### config.mk
export PLATFORM = sky130hd
export DESIGN_NAME = pll_cfg_bank_flat
export DESIGN_NICKNAME = d
export VERILOG_FILES = /design/src/rtl/pll_cfg_bank_if.sv /design/src/rtl/pll_cfg_bank.sv /design/src/flat_wrapper.sv
export SDC_FILE = /design/constraint.sdc
export NUM_CORES = 1
export LEC_CHECK = 0
export CAP_MARGIN = 25
export CORE_MARGIN = 3
export CORE_UTILIZATION = 35
export CTS_BUF_LIST = sky130_fd_sc_hd__clkbuf_8
export DETAILED_ROUTE_END_ITERATION = 8
export GPL_TIMING_DRIVEN = 0
export HOLD_SLACK_MARGIN = 0.08
export SETUP_SLACK_MARGIN = 0.15
export SYNTH_ARGS = -nofsm -noshare
export SYNTH_HDL_FRONTEND = slang
export SYNTH_SLANG_ARGS = --single-unit
### constraint.sdc
create_clock -name clk_in -period 3.8 [get_ports clk_in]
set_input_delay 0.38 -clock clk_in [delete_from_list [all_inputs] [get_ports clk_in]]
set_output_delay 0.38 -clock clk_in [all_outputs]
set_load 0.005 [all_outputs]
### src/rtl/pll_cfg_bank_if.sv
// Slow configuration pin bundle and status/control outputs of pll_cfg_bank.
// load/read are level pins; only their rising edge (sampled while busy=0) starts an operation.
interface pll_cfg_bank_if #(
   parameter int N     = 96,
   parameter int S     = 8,
   parameter int CNT_W = 4
);
   logic             s_in;
   logic             s_en;
   logic             load;
   logic             read;
   logic [S-1:0]     status_in;
   logic             s_out;
   logic [N-1:0]     cfg;
   logic             cfg_valid;
   logic             commit_err;
   logic             busy;
   logic [CNT_W-1:0] commit_cnt;
   logic [1:0]       dbg_state;

   modport master (
      output s_in, s_en, load, read, status_in,
      input  s_out, cfg, cfg_valid, commit_err, busy, commit_cnt, dbg_state
   );

   modport slave (
      input  s_in, s_en, load, read, status_in,
      output s_out, cfg, cfg_valid, commit_err, busy, commit_cnt, dbg_state
   );
endinterface

### src/rtl/pll_cfg_bank.sv
// Serial PLL/FLL config bank: scan chain, protected shadow register, status capture.
// Optional even-parity check on commit enabled by defining CFG_PARITY_EN.
module pll_cfg_bank #(
   parameter int             N         = 96,
   parameter int             S         = 8,
   parameter int             CNT_W     = 4,
   parameter logic [N-1:0]   RESET_VAL = '0
) (
   input  logic           clk_in,
   input  logic           reset,
   pll_cfg_bank_if.slave  bus
);

   typedef enum logic [1:0] {
      IDLE    = 2'd0,
      CHECK   = 2'd1,
      COMMIT  = 2'd2,
      CAPTURE = 2'd3
   } state_e;

   state_e           state_q;
   logic [N-1:0]     sr_q;
   logic [N-1:0]     cfg_q;
   logic             cfg_valid_q;
   logic             commit_err_q;
   logic             ok_q;
   logic             load_q;
   logic             read_q;
   logic [CNT_W-1:0] cnt_q;

   logic             load_edge;
   logic             read_edge;
   logic             ok_d;
   logic [N-1:0]     cap_raw;
   logic [N-1:0]     cap_d;

   generate
      if (S < N) begin : g_cap_mix
         assign cap_raw = {cfg_q[N-1:S], bus.status_in};
      end else begin : g_cap_status
         assign cap_raw = bus.status_in;
      end
   endgenerate

   always_comb begin
      load_edge = bus.load & ~load_q;
      read_edge = bus.read & ~read_q;
      cap_d     = cap_raw;
`ifdef CFG_PARITY_EN
      // Top bit of the frame is an even-parity bit over the rest.
      ok_d       = ~(^sr_q);
      cap_d[N-1] = ^cap_raw[N-2:0];
`else
      ok_d       = 1'b1;
`endif
   end

   always_ff @(posedge clk_in) begin
      if (reset) begin
         state_q      <= IDLE;
         sr_q         <= '0;
         cfg_q        <= RESET_VAL;
         cfg_valid_q  <= 1'b0;
         commit_err_q <= 1'b0;
         ok_q         <= 1'b0;
         load_q       <= 1'b0;
         read_q       <= 1'b0;
         cnt_q        <= '0;
      end else begin
         load_q <= bus.load;
         read_q <= bus.read;
         case (state_q)
            IDLE: begin
               if (load_edge) begin
                  state_q <= CHECK;
               end else if (read_edge) begin
                  state_q <= CAPTURE;
               end else if (bus.s_en) begin
                  sr_q <= {sr_q[N-2:0], bus.s_in};
               end
            end
            CHECK: begin
               ok_q    <= ok_d;
               state_q <= COMMIT;
            end
            COMMIT: begin
               if (ok_q) begin
                  cfg_q        <= sr_q;
                  cfg_valid_q  <= 1'b1;
                  commit_err_q <= 1'b0;
                  cnt_q        <= cnt_q + CNT_W'(1);
               end else begin
                  commit_err_q <= 1'b1;
               end
               state_q <= IDLE;
            end
            CAPTURE: begin
               sr_q    <= cap_d;
               state_q <= IDLE;
            end
            default: state_q <= IDLE;
         endcase
      end
   end

   assign bus.s_out      = sr_q[N-1];
   assign bus.cfg        = cfg_q;
   assign bus.cfg_valid  = cfg_valid_q;
   assign bus.commit_err = commit_err_q;
   assign bus.busy       = (state_q != IDLE);
   assign bus.commit_cnt = cnt_q;
   assign bus.dbg_state  = state_q;

endmodule

### src/flat_wrapper.sv
// flat-port wrapper written by rule: the top's interface ports become plain ports
module pll_cfg_bank_flat 
#(
   parameter int             N         = 96,
   parameter int             S         = 8,
   parameter int             CNT_W     = 4,
   parameter logic [N-1:0]   RESET_VAL = '0
)
  (clk_in, reset, bus_s_in, bus_s_en, bus_load, bus_read, bus_status_in, bus_s_out, bus_cfg, bus_cfg_valid, bus_commit_err, bus_busy, bus_commit_cnt, bus_dbg_state);
  pll_cfg_bank_if #(.N(N), .S(S), .CNT_W(CNT_W)) bus_i ();
  input  logic clk_in;
  input  logic reset;
  input wire logic [$bits(bus_i.s_in)-1:0] bus_s_in;
  input wire logic [$bits(bus_i.s_en)-1:0] bus_s_en;
  input wire logic [$bits(bus_i.load)-1:0] bus_load;
  input wire logic [$bits(bus_i.read)-1:0] bus_read;
  input wire logic [$bits(bus_i.status_in)-1:0] bus_status_in;
  output wire logic [$bits(bus_i.s_out)-1:0] bus_s_out;
  output wire logic [$bits(bus_i.cfg)-1:0] bus_cfg;
  output wire logic [$bits(bus_i.cfg_valid)-1:0] bus_cfg_valid;
  output wire logic [$bits(bus_i.commit_err)-1:0] bus_commit_err;
  output wire logic [$bits(bus_i.busy)-1:0] bus_busy;
  output wire logic [$bits(bus_i.commit_cnt)-1:0] bus_commit_cnt;
  output wire logic [$bits(bus_i.dbg_state)-1:0] bus_dbg_state;
  assign bus_i.s_in = bus_s_in;
  assign bus_i.s_en = bus_s_en;
  assign bus_i.load = bus_load;
  assign bus_i.read = bus_read;
  assign bus_i.status_in = bus_status_in;
  assign bus_s_out = bus_i.s_out;
  assign bus_cfg = bus_i.cfg;
  assign bus_cfg_valid = bus_i.cfg_valid;
  assign bus_commit_err = bus_i.commit_err;
  assign bus_busy = bus_i.busy;
  assign bus_commit_cnt = bus_i.commit_cnt;
  assign bus_dbg_state = bus_i.dbg_state;
  pll_cfg_bank #(.N(N), .S(S), .CNT_W(CNT_W), .RESET_VAL(RESET_VAL)) u_core (.clk_in(clk_in), .reset(reset), .bus(bus_i));
endmodule
==> results.sh <==
export IMPL_startpoint="u_core.bus.dbg_state[1]"
export IMPL_die_width_um=158
export IMPL_clkTransAtPathRegs_ns=0.06
export IMPL_hold_violations=0
export IMPL_drtAntennaViolNets=0
export IMPL_fmax_mhz=414
export IMPL_numPortBuffers=118
export IMPL_cpPeakStageDelay_ns=0.50
export IMPL_peakVddDrop_uv=174
export IMPL_outcome="completed"
export IMPL_track_usage_pct=18.2
export IMPL_clk_path_buf_depth=3
export IMPL_dp_cells=1321
export IMPL_finalSetupViolCount=0
export IMPL_die_h_um=158
export IMPL_ys_ff_latch=203
export IMPL_gr_total_overflow=0
export IMPL_synthDistinctLibCells=29
export IMPL_numCtsBuffers=35
export IMPL_cts_max_level=2
export IMPL_initial_core_util_pct=35.6
export IMPL_post_cts_resized=0
export IMPL_wl_met2_um=10200
export IMPL_synthToLayoutAreaGrowth_pct=27.1
export IMPL_grt_max_degree=11
export IMPL_wl_met1_um=11100
export IMPL_grt_pass1_vias=6816
export IMPL_via_per_inst=5.17
export IMPL_utilization_pct=45.3
export IMPL_crit_top_cell="buf_2"
export IMPL_slew_violations=0
export IMPL_pin_count=120
export IMPL_n_fill_cell=2279
export IMPL_cp_cell_sequence="buf_2 > nor3b_4 > nand3_1 > buf_2 > buf_2 > a221oi_1"
export IMPL_fin_nets=1088
export IMPL_cp_slowest_cell="nand3_1"
export IMPL_syn_area_per_cell_um2=8.82
export IMPL_min_from="u_core.bus.cfg[1]"
export IMPL_highest_layer="met4"
export IMPL_place_hpwl_um=15300
export IMPL_vias=7113
export IMPL_power_leakage_nw=3.29
export IMPL_post_route_period_util_pct=63.6
export IMPL_mostFrequentLayoutCell="dfxtp_1"
export IMPL_postCtsSetupRepairBufs=0
export IMPL_routabilityCongestion=0.775
export IMPL_setup_tns_final_ns=0
export IMPL_synth_seq_area_share_pct=50.2
export IMPL_synth_area_um2=8090
export IMPL_met3_length_um=1140
export IMPL_clock_latency_ns=0.52
export IMPL_synth_top_area_share_pct=50.2
export IMPL_cts_hold_fix_buffers=0
export IMPL_route_detailed_drc=0
export IMPL_synth_edf_count=0
export IMPL_cts_root_buf="clkbuf_8"
export IMPL_synth_main_ff_cell="dfxtp_1"
export IMPL_layout_drive_gt1_share_pct=6.70
export IMPL_core_um2=22700
export IMPL_r2r_start="u_core.bus.dbg_state[1]"
export IMPL_dieArea_um2=25000
export IMPL_timing_slew_headroom_pct=53.5
export IMPL_first_iter_violations=405
export IMPL_power_density_nw_per_um2=454
export IMPL_syn_inst=918
export IMPL_firstDrtPassIters=5
export IMPL_critPathLaunchType="register"
export IMPL_wl_um=22900
export IMPL_worst_ep_arrival_time_ns=2.83
export IMPL_synth_fp_nets=933
export IMPL_wl_per_cell_um=16.6
export IMPL_tightestPinTransition_ns=0.697
export IMPL_postPlaceCellArea_um2=9630
export IMPL_maxCapViolCount=0
export IMPL_cp_end_kind="register"
export IMPL_rsz0062_at_grt="no"
export IMPL_rows=55
export IMPL_async_reset_ff_share_pct=0
export IMPL_worstPathRequired_ns=4.22
export IMPL_yosys_warnings=0
export IMPL_yosysTopAreaCell="dfxtp_1"
export IMPL_skew_ns=0.0265
export IMPL_final_area_um2=10300
export IMPL_crit_fanout=10
export IMPL_final_cells=1376
export IMPL_grt_pass1_wl_um=36600
export IMPL_criticalPathCategory="reg2reg"
export IMPL_fin_crit_ns=2.42
export IMPL_layout_common_cells="203 x dfxtp_1, 196 x nand2_1, 118 x clkdlybuf4s50_1"
export IMPL_cts_sinks=203
export IMPL_synthTopCellsByArea="dfxtp_1 50%, mux2i_1 11%, a221oi_1 9.4%"
export IMPL_cts_tree="yes"
export IMPL_min_path_type="reg2reg"
export IMPL_grt_antenna_before_repair=1
## path summary, 6_finish.rpt
check | slack, ns | cells past startpoint | endpoint
setup / recovery | 1.38 | 6 | u_core.sr_q[68]
hold / removal | 0.45 | 2 | u_core.bus.cfg[1]
setup reg to reg | 1.38 | 6 | u_core.sr_q[68]
hold reg to reg | 0.45 | 2 | u_core.bus.cfg[1]
## sequential cells by signal, summed over array words and instances, names as in the netlist
register / flops
u_core.bus.dbg_state: 2
u_core.bus.cfg_valid: 1
u_core.read_q: 1
u_core.bus.commit_err: 1
u_core.bus.commit_cnt: 4
u_core.load_q: 1
u_core.sr_q: 96
u_core.ok_q: 1
u_core.bus.cfg: 96
## where the power goes
part | internal, mW | switching [mW] | leakage (nW)
clock network | 1.05 | 0.866 | 0.372
logic | 0.187 | 0.252 | 1.27
registers | 2.23 | 0.0780 | 1.65
total | 3.48 | 1.20 | 3.29
## critical path, delay by kind of cell, from the launching register on
kind | cells | cell delay [ns]
AND/OR/NAND/NOR | 2 | 0.94
AO/OA/AOI/OAI | 1 | 0.29
buffers and inverters | 3 | 0.77
flip-flops | 1 | 0.31
## metrics by stage
step | power [mW] | hold slack [ns] | setup slack, ns
after CTS | 4.72 | 0.457 | 1.43
final | 4.67 | 0.454 | 1.38
after floorplan | 2.65 | 0.444 | 2.01
after detailed placement | 2.80 | 0.449 | 1.06
after global routing | 4.87 | 0.469 | 1.22
after global placement | 2.79 | 0.445 | 1.06
## synthesized netlist by cell type (4+ instances only)
| master | n |
|---|---|
| dfxtp_1 | 203 |
| nand2_1 | 196 |
| clkbuf_1 | 63 |
| buf_2 | 23 |
| nor2b_1 | 4 |
| nor2_1 | 99 |
| a221oi_1 | 87 |
| a21oi_1 | 102 |
| a311oi_1 | 9 |
| mux2i_1 | 88 |
| nand4_1 | 8 |
| o31ai_1 | 8 |
## area by class of cell
class / instances / area, um2 / share of cell area (%)
antenna: 1 / 2.50 / 0.0243
multi-input combinational: 621 / 3640 / 35.4
timing repair buffer: 118 / 1180 / 11.5
inverter: 3 / 11.3 / 0.109
clock buffer: 42 / 578 / 5.62
clock inverter: 12 / 73.8 / 0.718
buffer: 91 / 382 / 3.71
sequential: 203 / 4060 / 39.5
tap: 285 / 357 / 3.47
## per-layer routing
| layer | up-vias | track usage (%) |
|---|---|---|
| li1 | 3551 | - |
| met1 | 3363 | 26.1 |
| met2 | 161 | 27.4 |
| met3 | 38 | 4.16 |
| met4 | 0 | 5.24 |
| met5 | - | 0 |
## cell families (layout without fill, tap and decap cells)
logic type	after synthesis	count (layout)	share of synthesized area, %
simple gates	320	320	15.8
compound gates	211	211	18.0
flops	203	203	50.2
buf+inv	94	266	4.85
mux	88	88	10.9
fa+ha+maj	1	1	0.155
xor+xnor	1	1	0.108
other cells	0	1	0
Note: power is estimated with default switching activity, not from simulation.
